File: src/rtl/ctrl_decode_pipe.sv
// RV32I(+M) decode controller with a registered D->E control boundary.
// Multi-cycle MUL/DIV occupancy is tracked by a small busy FSM that stalls the front end.
module ctrl_decode_pipe #(
  parameter bit          ENABLE_M   = 1'b1,
  parameter int unsigned MUL_CYCLES = 2,
  parameter int unsigned DIV_CYCLES = 8
) (
  input  logic        clk,
  input  logic        reset,
  input  logic        valid_d,
  input  logic [31:0] instr_d,
  input  logic        stall_e,
  input  logic        flush_e,
  output logic        RegWriteE,
  output logic [1:0]  ResultSrcE,
  output logic        MemWriteE,
  output logic        JumpE,
  output logic        BranchE,
  output logic [3:0]  ALUControlE,
  output logic        ALUSrcE,
  output logic [2:0]  ImmSrcE,
  output logic        SrcAsrcE,
  output logic        jumpRegE,
  output logic [2:0]  funct3E,
  output logic        mdE,
  output logic        illegalE,
  output logic        md_busy,
  output logic        md_done
);

  typedef struct packed {
    logic       reg_write;
    logic [1:0] result_src;
    logic       mem_write;
    logic       jump;
    logic       branch;
    logic [3:0] alu_ctl;
    logic       alu_src;
    logic [2:0] imm_src;
    logic       src_a_pc;
    logic       jump_reg;
    logic [2:0] funct3;
    logic       md;
    logic       illegal;
  } ctrl_t;

  localparam logic [3:0] ALU_ADD = 4'b0000, ALU_SUB = 4'b0001, ALU_AND = 4'b0010,
                         ALU_OR  = 4'b0011, ALU_XOR = 4'b0100, ALU_SLT = 4'b0101,
                         ALU_SLTU = 4'b0110, ALU_SLL = 4'b0111, ALU_SRL = 4'b1000,
                         ALU_SRA = 4'b1001, ALU_PASSB = 4'b1010;

  localparam logic [6:0] OP_R = 7'b0110011, OP_I = 7'b0010011, OP_LOAD = 7'b0000011,
                         OP_STORE = 7'b0100011, OP_BRANCH = 7'b1100011, OP_JAL = 7'b1101111,
                         OP_JALR = 7'b1100111, OP_LUI = 7'b0110111, OP_AUIPC = 7'b0010111;

  localparam logic [2:0] IMM_I = 3'b000, IMM_S = 3'b001, IMM_B = 3'b010,
                         IMM_J = 3'b011, IMM_U = 3'b100;

  // alt selects SUB (funct3 000) or SRA (funct3 101); callers only set it where legal.
  function automatic logic [3:0] alu_op(input logic [2:0] f3, input logic alt);
    case (f3)
      3'b000:  alu_op = alt ? ALU_SUB : ALU_ADD;
      3'b001:  alu_op = ALU_SLL;
      3'b010:  alu_op = ALU_SLT;
      3'b011:  alu_op = ALU_SLTU;
      3'b100:  alu_op = ALU_XOR;
      3'b101:  alu_op = alt ? ALU_SRA : ALU_SRL;
      3'b110:  alu_op = ALU_OR;
      default: alu_op = ALU_AND;
    endcase
  endfunction

  logic [6:0] opcode;
  logic [2:0] f3;
  logic [6:0] f7;
  ctrl_t      dec;
  ctrl_t      e_q;

  assign opcode = instr_d[6:0];
  assign f3     = instr_d[14:12];
  assign f7     = instr_d[31:25];

  // NOTE: every field gets a default before the case so no path can infer a latch.
  always_comb begin
    dec        = '0;
    dec.funct3 = f3;
    case (opcode)
      OP_R: begin
        dec.reg_write = 1'b1;
        if (f7 == 7'b0000000) begin
          dec.alu_ctl = alu_op(f3, 1'b0);
        end else if (f7 == 7'b0100000 && (f3 == 3'b000 || f3 == 3'b101)) begin
          dec.alu_ctl = alu_op(f3, 1'b1);
        end else if (ENABLE_M && f7 == 7'b0000001) begin
          dec.md         = 1'b1;
          dec.result_src = 2'b11;
        end else begin
          dec.illegal = 1'b1;
        end
      end
      OP_I: begin
        dec.reg_write = 1'b1;
        dec.alu_src   = 1'b1;
        dec.imm_src   = IMM_I;
        if (f3 == 3'b001) begin
          dec.alu_ctl = ALU_SLL;
          dec.illegal = (f7 != 7'b0000000);
        end else if (f3 == 3'b101) begin
          dec.alu_ctl = alu_op(f3, f7 == 7'b0100000);
          dec.illegal = (f7 != 7'b0000000) && (f7 != 7'b0100000);
        end else begin
          // Bit 30 is immediate data here, never an opcode modifier.
          dec.alu_ctl = alu_op(f3, 1'b0);
        end
      end
      OP_LOAD: begin
        dec.reg_write  = 1'b1;
        dec.result_src = 2'b01;
        dec.alu_src    = 1'b1;
        dec.imm_src    = IMM_I;
        dec.illegal    = (f3 == 3'b011) || (f3 == 3'b110) || (f3 == 3'b111);
      end
      OP_STORE: begin
        dec.mem_write = 1'b1;
        dec.alu_src   = 1'b1;
        dec.imm_src   = IMM_S;
        dec.illegal   = (f3 > 3'b010);
      end
      OP_BRANCH: begin
        dec.branch  = 1'b1;
        dec.alu_ctl = ALU_SUB;
        dec.imm_src = IMM_B;
        dec.illegal = (f3 == 3'b010) || (f3 == 3'b011);
      end
      OP_JAL: begin
        dec.reg_write  = 1'b1;
        dec.jump       = 1'b1;
        dec.result_src = 2'b10;
        dec.alu_src    = 1'b1;
        dec.imm_src    = IMM_J;
        dec.src_a_pc   = 1'b1;
      end
      OP_JALR: begin
        dec.reg_write  = 1'b1;
        dec.jump       = 1'b1;
        dec.jump_reg   = 1'b1;
        dec.result_src = 2'b10;
        dec.alu_src    = 1'b1;
        dec.imm_src    = IMM_I;
        dec.illegal    = (f3 != 3'b000);
      end
      OP_LUI: begin
        dec.reg_write = 1'b1;
        dec.alu_ctl   = ALU_PASSB;
        dec.alu_src   = 1'b1;
        dec.imm_src   = IMM_U;
      end
      OP_AUIPC: begin
        dec.reg_write = 1'b1;
        dec.alu_src   = 1'b1;
        dec.imm_src   = IMM_U;
        dec.src_a_pc  = 1'b1;
      end
      default: dec.illegal = 1'b1;
    endcase
    // An undecodable instruction must never cause an architectural side effect.
    if (dec.illegal) begin
      dec        = '0;
      dec.funct3 = f3;
      dec.illegal = 1'b1;
    end
  end

  // NOTE: sequential state uses non-blocking assignments so all registers update together.
  always_ff @(posedge clk) begin
    if (reset) begin
      e_q <= '0;
    end else if (!md_busy && !stall_e) begin
      if (flush_e || !valid_d) e_q <= '0;
      else                     e_q <= dec;
    end
  end

  assign RegWriteE   = e_q.reg_write;
  assign ResultSrcE  = e_q.result_src;
  assign MemWriteE   = e_q.mem_write;
  assign JumpE       = e_q.jump;
  assign BranchE     = e_q.branch;
  assign ALUControlE = e_q.alu_ctl;
  assign ALUSrcE     = e_q.alu_src;
  assign ImmSrcE     = e_q.imm_src;
  assign SrcAsrcE    = e_q.src_a_pc;
  assign jumpRegE    = e_q.jump_reg;
  assign funct3E     = e_q.funct3;
  assign mdE         = e_q.md;
  assign illegalE    = e_q.illegal;

  generate
    if (ENABLE_M) begin : g_md
      typedef enum logic {IDLE, BUSY} md_state_t;

      localparam logic [5:0] MUL_N = 6'(MUL_CYCLES);
      localparam logic [5:0] DIV_N = 6'(DIV_CYCLES);

      md_state_t  state, state_nx;
      logic [5:0] count, count_nx;
      logic [5:0] n_sel;

      assign n_sel = e_q.funct3[2] ? DIV_N : MUL_N;

      always_ff @(posedge clk) begin
        if (reset) begin
          state <= IDLE;
          count <= '0;
        end else begin
          state <= state_nx;
          count <= count_nx;
        end
      end

      // The first E cycle of an M op is spent in IDLE, so BUSY covers the remaining N-1.
      always_comb begin
        state_nx = state;
        count_nx = count;
        md_busy  = 1'b0;
        md_done  = 1'b0;
        case (state)
          IDLE: begin
            if (e_q.md) begin
              if (n_sel == 6'd1) begin
                md_done = 1'b1;
              end else begin
                md_busy  = 1'b1;
                state_nx = BUSY;
                count_nx = n_sel - 6'd1;
              end
            end
          end
          default: begin
            count_nx = count - 6'd1;
            if (count == 6'd1) begin
              md_done  = 1'b1;
              state_nx = IDLE;
            end else begin
              md_busy = 1'b1;
            end
          end
        endcase
      end
    end else begin : g_no_md
      assign md_busy = 1'b0;
      assign md_done = 1'b0;
    end
  endgenerate

endmodule

File: config.mk
export PLATFORM = sky130hd
export DESIGN_NAME = ctrl_decode_pipe
export DESIGN_NICKNAME = d
export VERILOG_FILES = /design/src/rtl/ctrl_decode_pipe.sv
export SDC_FILE = /design/constraint.sdc
export NUM_CORES = 1
export LEC_CHECK = 0
export ABC_AREA = 1
export BUFFER_PORTS_ARGS = -buffer_cell sky130_fd_sc_hd__buf_2
export CAP_MARGIN = 20
export CORE_ASPECT_RATIO = 0.6
export CORE_MARGIN = 5
export CORE_UTILIZATION = 35
export CTS_BUF_LIST = sky130_fd_sc_hd__clkbuf_4
export CTS_CLUSTER_SIZE = 16
export DETAILED_ROUTE_END_ITERATION = 8
export SLEW_MARGIN = 40
export SYNTH_ARGS = -nofsm -noshare
export SYNTH_HDL_FRONTEND = slang
export SYNTH_SLANG_ARGS = --single-unit
File: constraint.sdc
create_clock -name clk -period 1.5 [get_ports clk]
set_input_delay 0.075 -clock clk [delete_from_list [all_inputs] [get_ports clk]]
set_output_delay 0.075 -clock clk [all_outputs]
set_load 0.005 [all_outputs]
# After elaboration in Yosys (flattened, before gate mapping)
# Index checks and enable logic that the tools add are counted.
dict set report totals {
  word_cells 106
  register_bits 28
}
dict set report classes {
  n_eq_ne 22
  addsub 2
  n_reduce_logical 23
  order_cmp 1
  n_mux 43
}
# operator count
set ops {}
lappend ops {{$pmux 4 s7} 2}
lappend ops {{$mux 21} 2}
lappend ops {{$eq 7x6->1 const B} 4}
lappend ops {{$eq 7x7->1 const B} 3}
lappend ops {{$mux 1} 21}
lappend ops {{$mux 4} 5}
lappend ops {{$mux 6} 3}
lappend ops {{$pmux 4 s4} 1}
lappend ops {{$pmux 3 s5} 1}
lappend ops {{$eq 7x5->1 const B} 2}
lappend ops {{$reduce_or 7->1} 2}
lappend ops {{$eq 3x3->1 const B} 4}
lappend ops {{$pmux 3 s4} 1}
lappend ops {{$mux 2} 5}
lappend ops {{$eq 7x1->1 const B} 1}
lappend ops {{$eq 7x2->1 const B} 1}
lappend ops {{$logic_not 7->1} 1}
lappend ops {{$ne 7x6->1 const B} 1}
lappend ops {{$pmux 1 s7} 1}
lappend ops {{$reduce_bool 7->1} 1}
lappend ops {{$eq 3x2->1 const B} 2}
lappend ops {{$eq 6x1->1 const B} 1}
lappend ops {{$pmux 2 s3} 1}
lappend ops {{$reduce_or 2->1} 3}
lappend ops {{other kinds (14)} 22}

# Longest topological paths before layout
# Gate-level depths: netlist of run 1.
dict set report depth {
  depth_word 8
  depth_mapped 12
  mapped_depth_nobuf 11
}

# Worst setup path after synthesis of run 1
# OpenSTA, ideal clock, no wires.
dict set report synth_path {
  path_kind {flip-flop to flip-flop}
  startpoint {reg g_md.count[1]}
  endpoint {reg e_q, in the netlist ALUControlE[2]}
  setup_ps 68
  synth_period_minus_slack_ps 1489
  t_required_ps 1432
  setup_slack_ps 11
  stages_incl_launch_ff 11
  t_arrival_ps 1421
  path_cell_list {dfxtp_1 -> inv_1 -> ha_1 -> nand2_1 -> o21ai_2 -> nand3_2 -> nor2_2 -> nand2_1 -> nor2_1 -> nand2_1 -> a21oi_2}
}
dict set report synth_between {
  elab_chain_len 5
}
# element line
set synth_lines {}
lappend synth_lines {{start: declaration} 206} ;# logic [5:0] count, count_nx;
lappend synth_lines {{start signal: assignment} 217} ;# count <= count_nx;
lappend synth_lines {{$eq 6x1->1} 241} ;# if (count == 6'd1) begin
lappend synth_lines {{$mux 1} 241}
lappend synth_lines {{$mux 1} 227} ;# case (state)
lappend synth_lines {{$logic_not 1->1} 178} ;# end else if (!md_busy && !stall_e) begin
lappend synth_lines {{$logic_and 1x1->1} 178}
lappend synth_lines {{end signal: assignment} 177} ;# e_q <= '0;
lappend synth_lines {{end signal: assignment} 179} ;# if (flush_e || !valid_d) e_q <= '0;
lappend synth_lines {{end signal: assignment} 180} ;# else e_q <= dec;
lappend synth_lines {{end: declaration} 77} ;# ctrl_t e_q;
# Every way passes these cells.
# A chain may end at the register's enable or synchronous reset.

# Final worst setup path of run 1
# Ends and elaborated chain as after synthesis.

==> impl_metrics.tcl, run 1 <==
set metrics [dict create \
    grt_max_degree 22 \
    synth_cell_type_count 29 \
    routed-wl-met2_um 1820 \
    cts-root-buf "clkbuf_4" \
    crit_path_start_kind "flip-flop" \
    wl_met1_um 2720 \
    antenna_left 0 \
    cts.htree.levels 1 \
    hold_path_class "in2reg" \
    synth_top_area_frac 0.330 \
    viasPerCell 4.56 \
    cts_buffer_depth 2 \
    slew_viol_final 0 \
    antenna_found_initial 0 \
    synth_cells 265 \
    maxCapViolations 0 \
    syn_nets 304 \
    holdPathEnd "funct3E[2]" \
    period_share 1.02 \
    r2r.worst_path.cells 10 \
    rsz0062_at_grt "true" \
    peakVddDrop_mv 0.362 \
    dp_cells 401 \
    cts_buffers 3 \
    routed.top_layer "met4" \
    dieHeight_um 63.9 \
    syn_area_per_cell_um2 6.40 \
    path_cells "inv_2 > ha_4 > nand2_4 > o21ai_4 > nand3_4 > nor2_4 > nand2_2 > nor2_1 > nand2_1 > a21oi_2" \
    diodes 0 \
    tritoncts "yes" \
    ys_top_cells_by_area "dfxtp_1, nand2_1, a21oi_1" \
    final.min_clock_period_ps 1530 \
    track_usage 0.152 \
    routedWlPerCell_um 11.9 \
    synth-seq-cells 28 \
    rows 19 \
    violations "negative setup slack" \
    final_area_um2 2360 \
    seq_area_frac_synth 0.330 \
    report.final.setup_viol 1 \
    start_util 0.366 \
    layout.cells.non_filler 409 \
    fin_nets 386 \
    setup.worst_path.class "reg2reg" \
    dr_wl_met3_um 312 \
    cpPeakStageDelay_ps 350 \
    clkLatencyLatePin_ps 330 \
    final_core_util 0.508 \
    gp_congestion 0.864 \
    r2r_slack_ps -30 \
    drt-initial-drc-count 81 \
    yosys.area.top_type "dfxtp_1" \
    dp_hpwl_um 3960 \
    outcome "complete, but fails checks" \
    cts_num_sinks 28 \
    clock-skew-final_ps 12.1 \
    hold_start "instr_d[14]" \
    reg2reg_from "g_md.count[1]" \
    hold_slack_ps 132 \
    required_ps 1780 \
    leakage_nw 1.08 \
    synth_flop_cell "dfxtp_1" \
    overflow 0 \
    num_vias 1865 \
    core-area_um2 4640 \
    worst_ep_arrival_time_ps 1810 \
    tightest_slew_ps 333 \
    crit_buf_inv 1 \
    placed_cell_area_um2 2220 \
    synth.most_common_cell "nand2_1" \
    yosys_warnings 0 \
    fin_setup_tns_ps -25.4 \
    grt_pass1_wl_um 7850 \
    fmax_mhz 656 \
    first_pass_iters 4 \
    hold_viol_final 0 \
    wirelength_um 4860 \
    power_density_nw_per_um2 534 \
    cp_max_fo 5 \
    reg2reg_to "ALUControlE[2]" \
    relSlewSlack 0.778 \
    crit_path_top_delay_cell "dfxtp_2" \
    die_w_um 99.9 \
    synth_common_cells "nand2_1, nor2_1, dfxtp_1, inv_1, a21oi_1" \
    io_pins 60 \
    finalWorstSetupSlack_ps -25.4 \
    worstSetupEndpointType "flip-flop" \
    clk_pin_slew_ps 150 \
    synth_area_um2 1700 \
    grt_pass1_vias 1655 \
    synth_edf_count 0 \
    numPortBuffers 44 \
    whs_path_depth 4 \
    dieArea_um2 6390 \
    layout-drive-gt1-share 0.355 \
    synthArstFlopShare 0 \
    area_growth_syn_to_layout_pct 38.9 \
    drc 0 \
    path_delay_family "simple AND/OR/NAND/NOR gates" \
]
-- worst max-delay path by stage --
stage	from	to	slack, ps	cells after the start
floorplan	g_md.count[1]	ALUControlE[2]	10	10
global placement	g_md.count[1]	ResultSrcE[1]	3	8
detailed placement	g_md.count[1]	ResultSrcE[1]	-60	8
CTS	g_md.count[5]	md_busy	6	6
global route	g_md.count[1]	ALUControlE[2]	-130	10
finish	g_md.count[1]	ALUControlE[2]	-30	10
-- area by class of cell --
cell class	instances	area, µm²
inverters	33	125
well taps	63	78.8
fillers	477	2280
clock inverters	1	3.75
multi-input cells	196	1020
clock buffers	3	22.5
flip-flops and latches	28	564
repair buffers	85	541
-- sequential cells by signal, indices dropped and copies added (netlist names) --
name         cells
BranchE          1
JumpE            1
funct3E          3
ALUControlE      4
RegWriteE        1
ALUSrcE          1
jumpRegE         1
mdE              1
g_md.state       1
ResultSrcE       2
SrcAsrcE         1
illegalE         1
MemWriteE        1
g_md.count       6
ImmSrcE          3
-- power breakdown --
group / switching (mW) / internal (mW)
Combinational: 0.116 / 0.0808
Clock: 0.214 / 0.0976
Sequential: 0.00156 / 0.747
-- through the flow --
| stage | power, mW | setup slack (ps) |
|---|---|---|
| global route | 1.33 | -133 |
| global placement | 0.954 | 2.83 |
| floorplan | 0.863 | 10.8 |
| detailed placement | 0.955 | -62.4 |
| CTS | 1.27 | 6.47 |
| finish | 1.26 | -25.4 |
-- tightest hold or removal path, cell delays in order --
cell	delay [ps]
buf_2	100
buf_4	140
nand2_1	60
a21oi_1	50
-- kinds of logic after synthesis --
family / share of synthesized area
AO/OA/AOI/OAI: 0.169
adder cells (fa/ha/maj): 0.0147
buffers and inverters: 0.102
flip-flops: 0.330
AND/OR/NAND/NOR: 0.384
-- repair_timing --
item,4_1_cts,5_1_grt
buffers inserted,1,2
pin swaps,1,5
endpoints found under the setup margin,8,19
hold buffers,1,0
resized for setup,7,14
hold endpoints to repair,3,0
-- placed cells by master (no fill, tap or decap), drive strengths merged --
| cell | count |
|---|---|
| nor2 | 33 |
| ha | 2 |
| a22oi | 1 |
| nand2 | 80 |
| o221ai | 1 |
| clkinv | 2 |
| o21a | 1 |
| a211oi | 1 |
| inv | 32 |
| a21oi | 32 |
| a21o | 1 |
| o21ai | 9 |
| nand4 | 1 |
| a31oi | 2 |
| clkbuf | 3 |
| nor3 | 3 |
| buf | 84 |
| dfxtp | 28 |
| dlygate4sd3 | 1 |
| nor3b | 2 |
| nand3 | 26 |
| nor4 | 1 |
-- routing by layer --
| layer | up-vias | GRT usage |
|---|---|---|
| li1 | 1012 | - |
| met3 | 2 | 0.0348 |
| met2 | 50 | 0.199 |
| met5 | - | 0 |
| met1 | 801 | 0.250 |
| met4 | 0 | 0.0153 |
(Power assumes the default switching activity.)
==> run 2, diff against run 1 <==
--- a/config.mk
+++ b/config.mk
@@ -14,6 +14,7 @@
 export CTS_BUF_LIST = sky130_fd_sc_hd__clkbuf_4
 export CTS_CLUSTER_SIZE = 16
 export DETAILED_ROUTE_END_ITERATION = 8
+export SKIP_CTS_REPAIR_TIMING = 1
 export SLEW_MARGIN = 40
 export SYNTH_ARGS = -nofsm -noshare
 export SYNTH_HDL_FRONTEND = slang
==> impl_metrics.tcl, run 2 (synthesis results as in run 1) <==
set metrics [dict create \
    diodes 0 \
    largest_register_ffs 6 \
    gp_congestion 0.864 \
    hold_viol_final 0 \
    clkLatencyLatePin_ps 330 \
    cts.htree.levels 1 \
    dp_hpwl_um 3960 \
    viasPerCell 4.56 \
    core-area_um2 4640 \
    r2r_slack_ps 0.06 \
    clock-skew-final_ps 10.7 \
    whs_path_depth 4 \
    area_growth_syn_to_layout_pct 38.4 \
    num_vias 1866 \
    worst_ep_arrival_time_ps 1780 \
    die_w_um 99.9 \
    final_area_um2 2350 \
    placed_cell_area_um2 2220 \
    grt_max_degree 22 \
    routedWlPerCell_um 12.0 \
    layout_commonest_cell "nand2_1" \
    outcome "finished clean" \
    finalPower_mw 1.26 \
    relSlewSlack 0.777 \
    antenna_left 0 \
    cts_num_sinks 28 \
    crit_path_start_kind "flip-flop" \
    final.min_clock_period_ps 1500 \
    layout.cells.non_filler 409 \
    final_cell_mix "nand2_1, buf_2, buf_4, nor2_1" \
    wirelength_um 4890 \
    cp_max_fo 5 \
    cts-root-buf "clkbuf_4" \
    cts_buffers 3 \
    fmax_mhz 667 \
    hold_path_class "in2reg" \
    overflow 0 \
    hold_start "instr_d[14]" \
    layout-drive-gt1-share 0.361 \
    cts_buffer_depth 2 \
    grt_pass1_vias 1638 \
    reg2reg_to "ALUControlE[2]" \
    period_share 1.00 \
    regMostFlops "g_md.count" \
    reg2reg_from "g_md.count[1]" \
    dieArea_um2 6390 \
    dp_cells 401 \
    r2r.worst_path.cells 10 \
    tritoncts "yes" \
    tightest_slew_ps 335 \
    leakage_nw 1.07 \
    grt_pass1_wl_um 7790 \
    final_core_util 0.507 \
    maxCapViolations 0 \
    drt-initial-drc-count 75 \
    drc 0 \
    fin_setup_tns_ps 0 \
    dieHeight_um 63.9 \
    rsz0062_at_grt "true" \
    fin_nets 386 \
    rows 19 \
    numPortBuffers 44 \
    place_ws_ps -62.4 \
    peakVddDrop_mv 0.362 \
    io_pins 60 \
    first_pass_iters 4 \
    power_density_nw_per_um2 536 \
    report.final.setup_viol 0 \
    track_usage 0.151 \
    holdPathEnd "funct3E[2]" \
    hold_slack_ps 135 \
    worstSetupEndpointType "flip-flop" \
    start_util 0.366 \
    slew_viol_final 0 \
    antenna_found_initial 0 \
    setup.worst_path.class "reg2reg" \
    finalWorstSetupSlack_ps 0.0568 \
    clk_pin_slew_ps 150 \
    required_ps 1780 \
]
## run 2: report_power, final
part | switching (mW) | internal, mW | leakage [nW]
Combinational | 0.117 | 0.0823 | 0.829
Clock | 0.212 | 0.0976 | 0.0154
Sequential | 0.00156 | 0.747 | 0.228
## run 2: worst max path at each step
stage	slack, ps	endpoint	cells after the start	start
2_1_floorplan	10	ALUControlE[2]	10	g_md.count[1]
3_3_place_gp	3	ResultSrcE[1]	8	g_md.count[1]
3_5_place_dp	-60	ResultSrcE[1]	8	g_md.count[1]
4_1_cts	-80	ResultSrcE[1]	8	g_md.count[1]
5_1_grt	-110	ALUControlE[2]	10	g_md.count[1]
6_report	0.06	ALUControlE[2]	10	g_md.count[1]
## run 2: critical path, stage by stage (launching register included)
cell and delay, ps:
dfxtp_2 350, inv_2 70, ha_4 130, nand2_4 60, o21ai_4 160, nand3_4 140, nor2_4 190, nand2_2 60
nor2_1 100, nand2_1 70, a21oi_2 120
## run 2: routing by layer
layer | vias up | track usage | wire, µm
met5 | - | 0 | 0
met4 | 0 | 0.0153 | 13
met3 | 2 | 0.0348 | 361
met2 | 52 | 0.196 | 1860
met1 | 797 | 0.249 | 2650
li1 | 1015 | - | -
## run 2: layout make-up
| type | count | area, µm² |
|---|---|---|
| clock buffer | 3 | 22.5 |
| clock inverter | 1 | 3.75 |
| fill | 479 | 2290 |
| inverter | 33 | 128 |
| multi-input combinational | 196 | 1020 |
| sequential | 28 | 567 |
| tap | 63 | 78.8 |
| timing repair buffer | 85 | 531 |
